==> config.mk <==
export PLATFORM = sky130hd
export DESIGN_NAME = tff_seq_counter
export DESIGN_NICKNAME = d
export VERILOG_FILES = /design/src/rtl/tff_seq_counter.sv
export SDC_FILE = /design/constraint.sdc
export NUM_CORES = 1
export LEC_CHECK = 0
export CORE_AREA = 2 2 39 41
export DETAILED_ROUTE_END_ITERATION = 10
export DIE_AREA = 0 0 41 43
export GPL_ROUTABILITY_DRIVEN = 0
export PLACE_DENSITY_LB_ADDON = 0.3
export SLEW_MARGIN = 20
export SYNTH_ARGS = -nofsm -noshare
export SYNTH_HDL_FRONTEND = slang
export SYNTH_SLANG_ARGS = --single-unit
==> constraint.sdc <==
create_clock -name clk -period 3.37 [get_ports clk]
set_input_delay 0.5055 -clock clk [delete_from_list [all_inputs] [get_ports clk]]
set_output_delay 0.5055 -clock clk [all_outputs]
set_load 0.03 [all_outputs]
==> src/rtl/tff_seq_counter.sv <==
// Up/down counter built from a chain of T-trigger stages with parallel load and a wrap flag.
// Optional build macro TFF_SEQ_COUNTER_SAT_EN turns the modulo wrap into saturation at the limits.
module tff_seq_counter #(
    parameter int               WIDTH = 4,
    parameter logic [WIDTH-1:0] INIT  = '0
) (
    input  logic             clk,
    input  logic             rst,
    input  logic             t,
    input  logic             x,
    input  logic             load,
    input  logic [WIDTH-1:0] din,
    output logic [WIDTH-1:0] q,
    output logic             y,
    output logic             wrap
);

    logic [WIDTH-1:0] tog;
    logic [WIDTH-1:0] tog_eff;
    logic             carry;
    logic             at_limit;
    logic             wrap_next;

    // Stage i toggles when every lower stage equals its direction "carry" value (all ones up, all zeros down).
    always_comb begin
        tog   = '0;
        carry = t;
        for (int i = 0; i < WIDTH; i++) begin
            tog[i] = carry;
            carry  = carry & (x ^ q[i]);
        end
    end

    assign at_limit  = x ? (q == '0) : (&q);
    assign wrap_next = t & at_limit;

`ifdef TFF_SEQ_COUNTER_SAT_EN
    assign tog_eff = wrap_next ? '0 : tog;
`else
    assign tog_eff = tog;
`endif

    assign y = ~(x & ~q[WIDTH-1]);

    always_ff @(posedge clk) begin
        if (rst) begin
            q    <= INIT;
            wrap <= 1'b0;
        end else if (load) begin
            q    <= din;
            wrap <= 1'b0;
        end else begin
            q    <= q ^ tog_eff;
            wrap <= wrap_next;
        end
    end

endmodule

# [Yosys cells after proc, flatten, opt, wreduce, memory -nomap -nowiden]
# Index checks and enable logic that the tools add are counted.
[word_totals] regBits=5 wordCells=18 output_inout_bits=6
[classes] mux=2 n_reduce_logical=3 bitwise_logic=11
[op_table] cell="AND 1 bit" n=5
[op_table] cell="logical NOT 4 bit" n=1
[op_table] cell="2-to-1 mux 4 bit" n=1
[op_table] cell="AND reduction 4 bit" n=1
[op_table] cell="XOR 4 bit" n=1
[op_table] cell="XOR 1 bit" n=3
[op_table] cell="NOT 1 bit" n=2
[op_table] cell="OR reduction 2 bit" n=1
[op_table] cell="2-to-1 mux 1 bit" n=1

# [Longest topological paths before layout]
# Gate-level depths: netlist (run 1).
[depth] depth_word=6 depth_mapped=4 ltp_nobuf=3

# [Least setup slack after synthesis (run 1)]
# Ideal clock, no wire load.
[synth_timing] path_kind="register to register" from="register q[0]" to="register wrap" arrival_ps=1344 t_required_ps=3283 period_less_slack_ps=1431 path_stages_with_launch=5 n_path_buf=1 path_slack_ps=1939 path_cell_list="dfxtp_1 buf_6 or3_4 o2bb2a_4 nor4b_4"
[synth_between] elab_chain_len=3 elab_cells_between_ends=4 cone_classes="mux (1); bitwise (1); reduce/logical (2)"
[synth_lines] item="from (decl)" line_no="13" source="output logic [WIDTH-1:0] q,"
[synth_lines] item="from (signal assigned)" line_no="50" source="q <= din;"
[synth_lines] item="from (signal assigned)" line_no="53" source="q <= q ^ tog_eff;"
[synth_lines] item="AND reduction 4 bit / logical NOT 4 bit (equally long branches)" line_no="34" source="assign at_limit = x ? (q == '0) : (&q);"
[synth_lines] item="2-to-1 mux 1 bit *" line_no="34"
[synth_lines] item="AND 1 bit *" line_no="35" source="assign wrap_next = t & at_limit;"
[synth_lines] item="to (signal assigned)" line_no="54" source="wrap <= wrap_next;"
[synth_lines] item="to (decl)" line_no="15" source="output logic wrap"
# Mark *: on every way between the ends. The rest lies on a longest branch, timed or not.
# A chain may end at the register's enable or synchronous reset.

# [Worst setup path in the final report (run 1)]
[layout_timing] from="input port x" to="output port y"
[layout_between] elab_chain_len=2
[layout_lines] item="from (decl)" line_no="10" source="input logic x,"
[layout_lines] item="AND 1 bit" line_no="43" source="assign y = ~(x & ~q[WIDTH-1]);"
[layout_lines] item="NOT 1 bit" line_no="43"
[layout_lines] item="to (decl)" line_no="14" source="output logic y,"
# Every way passes these cells.

==> results of run 1 <==
[power by group]
part	total (mW)	switching, mW	leakage (nW)	internal [mW]
Clock	0.0695	0.0247	0.0150	0.0448
Combinational	0.0598	0.0276	0.143	0.0322
Sequential	0.0720	0.00806	0.0413	0.0640
[metrics by stage]
stage          util [%]  worst slack [ns]  std cells  hold slack, ns  area [um^2]
6_report           38.8             0.884         68           0.647          537
5_1_grt            38.8             0.820         68           0.697          537
4_1_cts            38.8             0.881         68           0.646          537
3_5_place_dp       36.9             0.881         64           0.640          510
3_3_place_gp       36.9             0.893         64           0.640          510
2_1_floorplan         -              1.94         36           0.578          367
[registers in the layout (all words and copies together) (netlist names)]
signal	cells
wrap	1
q	4
[cell families (layout without fill, tap and decap cells)]
| logic type | after synthesis | count (layout) | synth area share, % |
|---|---|---|---|
| xor+xnor | 2 | 2 | 4.78 |
| compound gates | 7 | 7 | 17.7 |
| simple gates | 17 | 17 | 41.0 |
| buf+inv | 4 | 20 | 6.48 |
| mux | 1 | 1 | 2.73 |
| flops | 5 | 5 | 27.3 |
[routing by layer]
| layer | wire, um | global-route usage, % |
|---|---|---|
| met3 | 74 | 9.42 |
| met2 | 372 | 16.9 |
| met1 | 390 | 14.7 |
| met4 | 0 | 2.00 |
| met5 | 0 | 0 |
[cells in the final DEF (no fill, tap or decap), drive strengths merged]
cell type,n
clkdlybuf4s50,14
dfxtp,5
nor4b,4
clkbuf,4
inv,2
xor2,2
and3,2
nand2b,2
or2b,1
a2111oi,1
nor3,1
a311o,1
and4b,1
o21ai,1
or4,1
a31oi,1
nand3,1
or3,1
o2bb2a,1
mux2i,1
nor2,1
nand4b,1
nand4bb,1
a21oi,1
o311a,1
[tightest hold or removal path: stages (launching register included)]
cell and delay, ns:
dfxtp_1 0.36, nand2b_1 0.08, or4_1 0.09, nand3_1 0.06
[cell type report]
class | count | area (um^2) | area share (%)
Timing Repair Buffer | 14 | 140 | 26.1
Inverter | 2 | 7.51 | 1.40
Clock buffer | 4 | 26.3 | 4.90
Multi-Input combinational cell | 27 | 243 | 45.2
Tap cell | 16 | 20.0 | 3.73
Sequential cell | 5 | 100 | 18.6
[worst max-delay path by stage]
stage               endpoint
finish                     y
global route               y
floorplan               wrap
global placement           y
CTS                        y
detailed placement         y
==> metrics.txt, run 1 <==
outcome=finished clean; Hold Fails Final Rpt=0; CP cell instances=clkdlybuf4s50_1 > or2b_2 > clkdlybuf4s50_1; Critical Path End Type=output port; CP startpoint=x; P&R area growth vs syn=46.4%; Clock Sinks=5; DRT iter0 DRCs=8; Worst EP arrival=1.98 ns; top-count cell post-synth=dfxtp_1; hold endpoint=q[3]; Port Buf Inserts=14; final slew viol count=0; hold path depth=3; Post-DRT Antenna Nets=0; Routed WL per cell=12.3 um; critical path class=input pin to output port; Net Count, Synth=45; Async S/R FF share, synth=0%; Worst VDD drop=0.245 mV; Leak=0.199 nW; initial core utilization=26.5%; Max-slew headroom=71.2%; FP Rows=14; WP buf/inv=2; Setup violations, final=0; initial antenna violation count=0; Final #Nets=62; post-synth top area share=27.3%; Clk Latency, worst-skew pair=0.24 ns; number of max-cap violations=0; Post-Syn Area=367 um^2; PostCTS Resize Cnt=0; Post-Syn Instances=36; Least-Margin Pin Slew=0.431 ns; syn_area_per_cell=10.2 um^2; Hold Buf Count CTS=0; setup_tns=0 ns; vias in the first global route=328; DR pass1 iterations=2; CP Launch Type=input pin; CTS tree=yes; number of distinct library cells after synthesis=26; Routed WL=837 um; FMAX=402 MHz; Synth area leader=dfxtp_1; R2R setup slack=2.08 ns; Setup Buffers After CTS=0; Worst path depth=3; Hold Crit Start=q[3]; Post-synth EDFFs=0; fill count=153; Synth Flop Type=dfxtp_1; R2R depth=3; DRC violations left=0; Synth warnings=0; clk root buf=clkbuf_4; Cell Pwr Density=375 nW/um^2; Vert. Die Dim=43 um; grt ovf=0; CP dominant cell by count=clkdlybuf4s50_1; drt via density=5.01; area of the core=1380 um^2; via count=341; first-pass GRT wire length=1.41 mm; Synth area leaders=dfxtp_1 27%, nor4b_1 7.2%, nor4b_4 6.5%; pin count of the biggest net entering global routing=12; Final period util=73.8%; CTS H-tree depth=1; WP data required=2.86 ns; Tot GR Track Use=12.1%; Worst R2R Start=q[0]; Worst path slowest cell=clkdlybuf4s50_1; RR Endpoint=wrap; Max Root-Sink Buffers=2; die area=1760 um^2; Top Family by Delay on Critical Path=buffers and inverters; Seq/Total Area, Yosys=27.3%; clk slew on worst S/H paths=0.04 ns; share of layout cells above drive strength 1=15.4%; Final HPWL DP=614 um; io pins=15; top cells by count, synth=5 x dfxtp_1, 3 x nor4b_1; CP max FO=6; max incr delay on CP=0.60 ns; post-route minimum period=2.49 ns; ANT cells=0; Total Power=0.201 mW; worst min path class=register to register; Die W=41 um; Clock Skews=0.00257 ns; unrepaired setup endpoints after global routing=no; Yosys reg bits=5; CTS Buf Count=3
Note: power is estimated with default switching activity, not from simulation.
==> inputs of run 2 (changes only) <==
clock period = 2.33 ns   (was 3.37 ns; I/O delays follow)
==> run 2 against run 1 <==
Net effect:
- sequential share of layout area down 0.26 points
- critical path type unchanged
- flip-flop and latch count unchanged
- non-clock buffer count up 1
- sequential power up 44%
- cell area up 1.4%
- routed wire length down 4.9%
- final cell count up 1.5%
- power up 45%
- die area unchanged
- count of clock-buffer cells in the layout unchanged
- critical endpoint unchanged
==> metrics.txt, run 2 (same netlist as run 1, synthesis figures left out) <==
most frequent cells in the layout=14 x clkdlybuf4s50_1, 5 x dfxtp_1, 3 x nor4b_1, 3 x clkbuf_4; Vert. Die Dim=43 um (unchanged); initial antenna violation count=0 (unchanged); clock power share=34.3% (-0.2 points); number of max-cap violations=0 (unchanged); Max-slew headroom=70.7% (-0.49 points); PostCTS Resize Cnt=0 (unchanged); biggest regs=q (4), wrap (1); Clock Sinks=5 (unchanged); Routed WL=796 um (-4.9%); Worst EP arrival=1.73 ns (-0.25 ns); Worst VDD drop=0.276 mV (+13%); DRC violations left=0 (unchanged); switching portion of total power=29.8% (-0.22 points); Clk Latency, worst-skew pair=0.24 ns (about the same); first-pass GRT wire length=1.31 mm (-7.3%); Routed WL per cell=11.5 um (-6.3%); setup_tns=0 ns (unchanged); placed standard-cell area=518 um^2 (+1.5%); post-route minimum period=2.08 ns; net switching power=0.0869 mW (+44%); Worst R2R Start=q[0]; FP Rows=14 (unchanged); clk slew on worst S/H paths=0.04 ns (about the same); Setup violations, final=0 (unchanged); FMAX=480 MHz; unrepaired setup endpoints after global routing=no; DRT iter0 DRCs=1 (-7); share of layout cells above drive strength 1=17.0% (+1.6 points); Least-Margin Pin Slew=0.438 ns (+0.00728 ns); CTS Buf Count=3 (unchanged); CTS tree=yes; io pins=15 (unchanged); die area=1760 um^2 (unchanged); post-route cell area=544 um^2 (+1.4%); Final HPWL DP=582 um (-5.2%); initial core utilization=26.5% (unchanged); vias in the first global route=306 (-6.7%); Tot GR Track Use=11.0% (-1.2 points); CTS H-tree depth=1 (unchanged); most common cell after layout, fill and taps aside=clkdlybuf4s50_1; Internal=0.205 mW (+45%); Cell Pwr Density=536 nW/um^2 (+43%); critical path class=input pin to output port; area of the core=1380 um^2 (unchanged); clk root buf=clkbuf_4; CP startpoint=x; final slew viol count=0 (unchanged); Hold Fails Final Rpt=0 (unchanged); outcome=finished clean; Post-DRT Antenna Nets=0 (unchanged); Seq pwr share=35.5% (-0.3 points); pin count of the biggest net entering global routing=12 (unchanged); P&R area growth vs syn=48.5%; WP data required=1.98 ns (-0.88 ns); Comb power frac=30.2% (+0.5 points); ANT cells=0 (unchanged); Final period util=89.4%; Die W=41 um (unchanged); Max Root-Sink Buffers=2 (unchanged); via count=343 (+0.59%); worst min path class=register to register; Setup Buffers After CTS=0 (unchanged); Hold Buf Count CTS=0 (unchanged); Critical Path End Type=output port; max FFs per register=4 (unchanged); CP max FO=2 (-4); drt via density=4.97 (-0.87%); Port Buf Inserts=14 (unchanged); fill count=139 (-9.2%); DR pass1 iterations=2 (unchanged); Clock Skews=0.00122 ns (-0.00135 ns); Leak=0.204 nW (+2.4%); Hold Crit Start=q[3]; grt ovf=0 (unchanged); Final #Nets=63 (+1.6%); CP Launch Type=input pin; Top reg by flops=q
==> run 2: worst paths after layout <==
kind | slack, ns | end | cells after the start
worst min-delay path | 0.65 | q[3] | 3
worst max register to register | 1.03 | wrap | 3
worst max-delay path | 0.25 | y | 3
worst min register to register | 0.65 | q[3] | 3
==> run 2: worst max-delay path: stages <==
cell and delay (ns):
clkdlybuf4s50_1 0.47, or2b_2 0.32, clkdlybuf4s50_1 0.60
==> run 2: cell type report <==
class | instances | area, um^2 | area share, %
multi-input cells | 27 | 243 | 44.6
repair buffers | 15 | 148 | 27.1
flip-flops and latches | 5 | 100 | 18.4
clock buffers | 4 | 26.3 | 4.83
well taps | 16 | 20.0 | 3.68
inverters | 2 | 7.51 | 1.38
==> run 2: per-stage QoR <==
| stage | power (mW) | std cells | worst slack [ns] | hold WS, ns | utilization, % |
|---|---|---|---|---|---|
| after floorplan | 0.157 | 36 | 0.899 | 0.422 | - |
| after global placement | 0.193 | 65 | 0.253 | 0.633 | 37.4 |
| after detailed placement | 0.193 | 65 | 0.248 | 0.648 | 37.4 |
| after CTS | 0.296 | 69 | 0.243 | 0.654 | 39.3 |
| after global routing | 0.311 | 69 | 0.198 | 0.670 | 39.3 |
| final | 0.292 | 69 | 0.247 | 0.650 | 39.3 |
==> run 2: routing by layer <==
layer  GRT usage, %  vias up  wire (um)
met1           15.9      154        391
met3           6.28        0         74
met2           13.1       14        330
li1               -      175          -
met5              0        -          0
met4           4.00        0          0
==> run 2: power by group through the flow <==
| stage | Combinational, mW | Sequential, mW | Clock, mW |
|---|---|---|---|
| 2_1_floorplan | 0.0425 | 0.114 | 0 |
| 3_3_place_gp | 0.0877 | 0.105 | 0 |
| 3_5_place_dp | 0.0880 | 0.105 | 0 |
| 4_1_cts | 0.0890 | 0.104 | 0.103 |
| 5_1_grt | 0.0951 | 0.105 | 0.111 |
| 6_report | 0.0881 | 0.104 | 0.100 |
==> inputs of run 3 (changes only) <==
ABC_CLOCK_PERIOD_IN_PS = 2700   (was not set)
SETUP_SLACK_MARGIN = 0.3   (was not set)
clock period = 2.7 ns   (was 2.33 ns; I/O delays follow)
==> run 3 against run 2 <==
Net effect:
- die area stayed put
- worst hold slack worse by 0.0027 ns
- critical path depth unchanged
- clock power shrank 13%
- global-route usage rose by 0.96 points
- core utilization down 0.54 points
- via count increased by 0.58%
- non-clock buffer count down 1
- worst setup slack improved by 0.16 ns
- clock skew is essentially flat
==> metrics.txt, run 3 (same netlist as run 1, synthesis figures left out) <==
Clock Skews=0.00139 ns (+0.000169 ns); unrepaired setup endpoints after global routing=no; P&R area growth vs syn=46.4%; Final period util=84.9%; CTS H-tree depth=1 (unchanged); CP Launch Type=input pin; Critical Path End Type=output port; Setup violations, final=0 (unchanged); Worst R2R Start=q[0]; Max-slew headroom=70.4% (-0.33 points); Clk Latency, worst-skew pair=0.24 ns (about the same); Vert. Die Dim=43 um (unchanged); Hold Fails Final Rpt=0 (unchanged); clk slew on worst S/H paths=0.04 ns (about the same); final std cells w/o fill=68 (-1.4%); Post-DRT Antenna Nets=0 (unchanged); Die W=41 um (unchanged); io pins=15 (unchanged); area of the core=1380 um^2 (unchanged); CP dominant cell by count=clkdlybuf4s50_1; Setup Buffers After CTS=0 (unchanged); critical path class=input pin to output port; pin count of the biggest net entering global routing=12 (unchanged); Worst path slowest cell=clkdlybuf4s50_1; vias in the first global route=331 (+8.2%); Max Root-Sink Buffers=2 (unchanged); CTS Buf Count=3 (unchanged); max FFs per register=4 (unchanged); share of layout cells above drive strength 1=15.4% (-1.6 points); FMAX=436 MHz; hold endpoint=q[3]; Clock Sinks=5 (unchanged); setup_tns=0 ns (unchanged); WP buf/inv=2 (unchanged); FP Rows=14 (unchanged); Hold Buf Count CTS=0 (unchanged); Top Family by Delay on Critical Path=buffers and inverters; Leak=0.199 nW (-2.4%); ANT cells=0 (unchanged); outcome=finished clean; initial antenna violation count=0 (unchanged); drt via density=5.07 (+2.1%); R2R depth=3 (unchanged); most frequent cells in the layout=14 x clkdlybuf4s50_1, 5 x dfxtp_1, 3 x nor4b_1, 3 x clkbuf_4; Least-Margin Pin Slew=0.443 ns (+0.00488 ns); Multi-input gate area=243 um^2 (unchanged); Tot GR Track Use=11.9% (+0.96 points); Final HPWL DP=616 um (+5.8%); max incr delay on CP=0.60 ns (about the same); most common cell after layout, fill and taps aside=clkdlybuf4s50_1; R2R setup slack=1.41 ns (+0.38 ns); biggest regs=q (4), wrap (1); Routed WL per cell=12.4 um (+7.2%); Final #Nets=62 (-1.6%); die area=1760 um^2 (unchanged); DRT iter0 DRCs=8 (+7); Routed WL=841 um (+5.7%); post-route minimum period=2.29 ns; fill count=156 (+12%); final slew viol count=0 (unchanged); dpl cells=64 (-1.5%); Port Buf Inserts=14 (unchanged); RR Endpoint=wrap; clk root buf=clkbuf_4; Total Power=0.252 mW (-14%); initial core utilization=26.5% (unchanged); Worst EP arrival=1.89 ns (+0.16 ns); first-pass GRT wire length=1.38 mm (+5.3%); hold path depth=3 (unchanged); Top reg by flops=q; CTS tree=yes; WP data required=2.30 ns (+0.32 ns); grt ovf=0 (unchanged); via count=345 (+0.58%); PostCTS Resize Cnt=0 (unchanged); DRC violations left=0 (unchanged); DR pass1 iterations=4 (+2); CP max FO=6 (+4); CP cell instances=clkdlybuf4s50_1 > or2b_2 > clkdlybuf4s50_1; Reg area=100 um^2 (unchanged); Hold Crit Start=q[3]; number of max-cap violations=0 (unchanged); worst min path class=register to register; Worst VDD drop=0.306 mV (+11%); Cell Pwr Density=469 nW/um^2 (-13%)
## run 3: changes by cell type in the layout (fill, tap and decap cells not counted)
| cell | delta |
|---|---|
| buf_4 | -1 |
## run 3: worst max-delay path by stage
stage / endpoint / cells after the start / from / slack (ns)
5_1_grt: y / 3 / x / 0.35
2_1_floorplan: wrap / 4 / q[0] / 1.27
6_report: y / 3 / x / 0.41
3_3_place_gp: y / 3 / x / 0.42
3_5_place_dp: y / 3 / x / 0.41
4_1_cts: y / 3 / x / 0.41
## run 3: metal layers
| metal | track usage (%) | part of all wire (%) | vias to the layer above |
|---|---|---|---|
| li1 | - | - | 176 |
| met1 | 13.7 | 47 | 156 |
| met2 | 17.2 | 44 | 13 |
| met3 | 9.42 | 8.7 | 0 |
| met4 | 2.00 | 0 | 0 |
| met5 | 0 | 0 | - |
## run 3: cell type report
type,instances,area share [%]
timing repair buffer,14,26.1
multi-input combinational,27,45.2
clock buffer,4,4.90
inverter,2,1.40
sequential,5,18.6
tap,16,3.73
## run 3: worst min-delay path, stage by stage (launching register included)
cell and delay (ns):
dfxtp_1 0.36, nand2b_1 0.08, or4_1 0.09, nand3_1 0.06
## run 3: report_power, final
part | leakage (nW) | total (mW) | internal (mW) | switching (mW)
clock network | 0.0150 | 0.0873 | 0.0559 | 0.0314
logic | 0.143 | 0.0749 | 0.0402 | 0.0347
registers | 0.0413 | 0.0897 | 0.0798 | 0.00985
total | 0.199 | 0.252 | 0.176 | 0.0759
## run 3: through the flow
step | hold slack [ns] | util (%) | setup slack (ns) | area [um^2]
2_1_floorplan | 0.477 | - | 1.27 | 367
3_5_place_dp | 0.640 | 36.9 | 0.408 | 510
3_3_place_gp | 0.640 | 36.9 | 0.424 | 510
4_1_cts | 0.646 | 38.8 | 0.408 | 537
5_1_grt | 0.697 | 38.8 | 0.351 | 537
6_report | 0.647 | 38.8 | 0.407 | 537
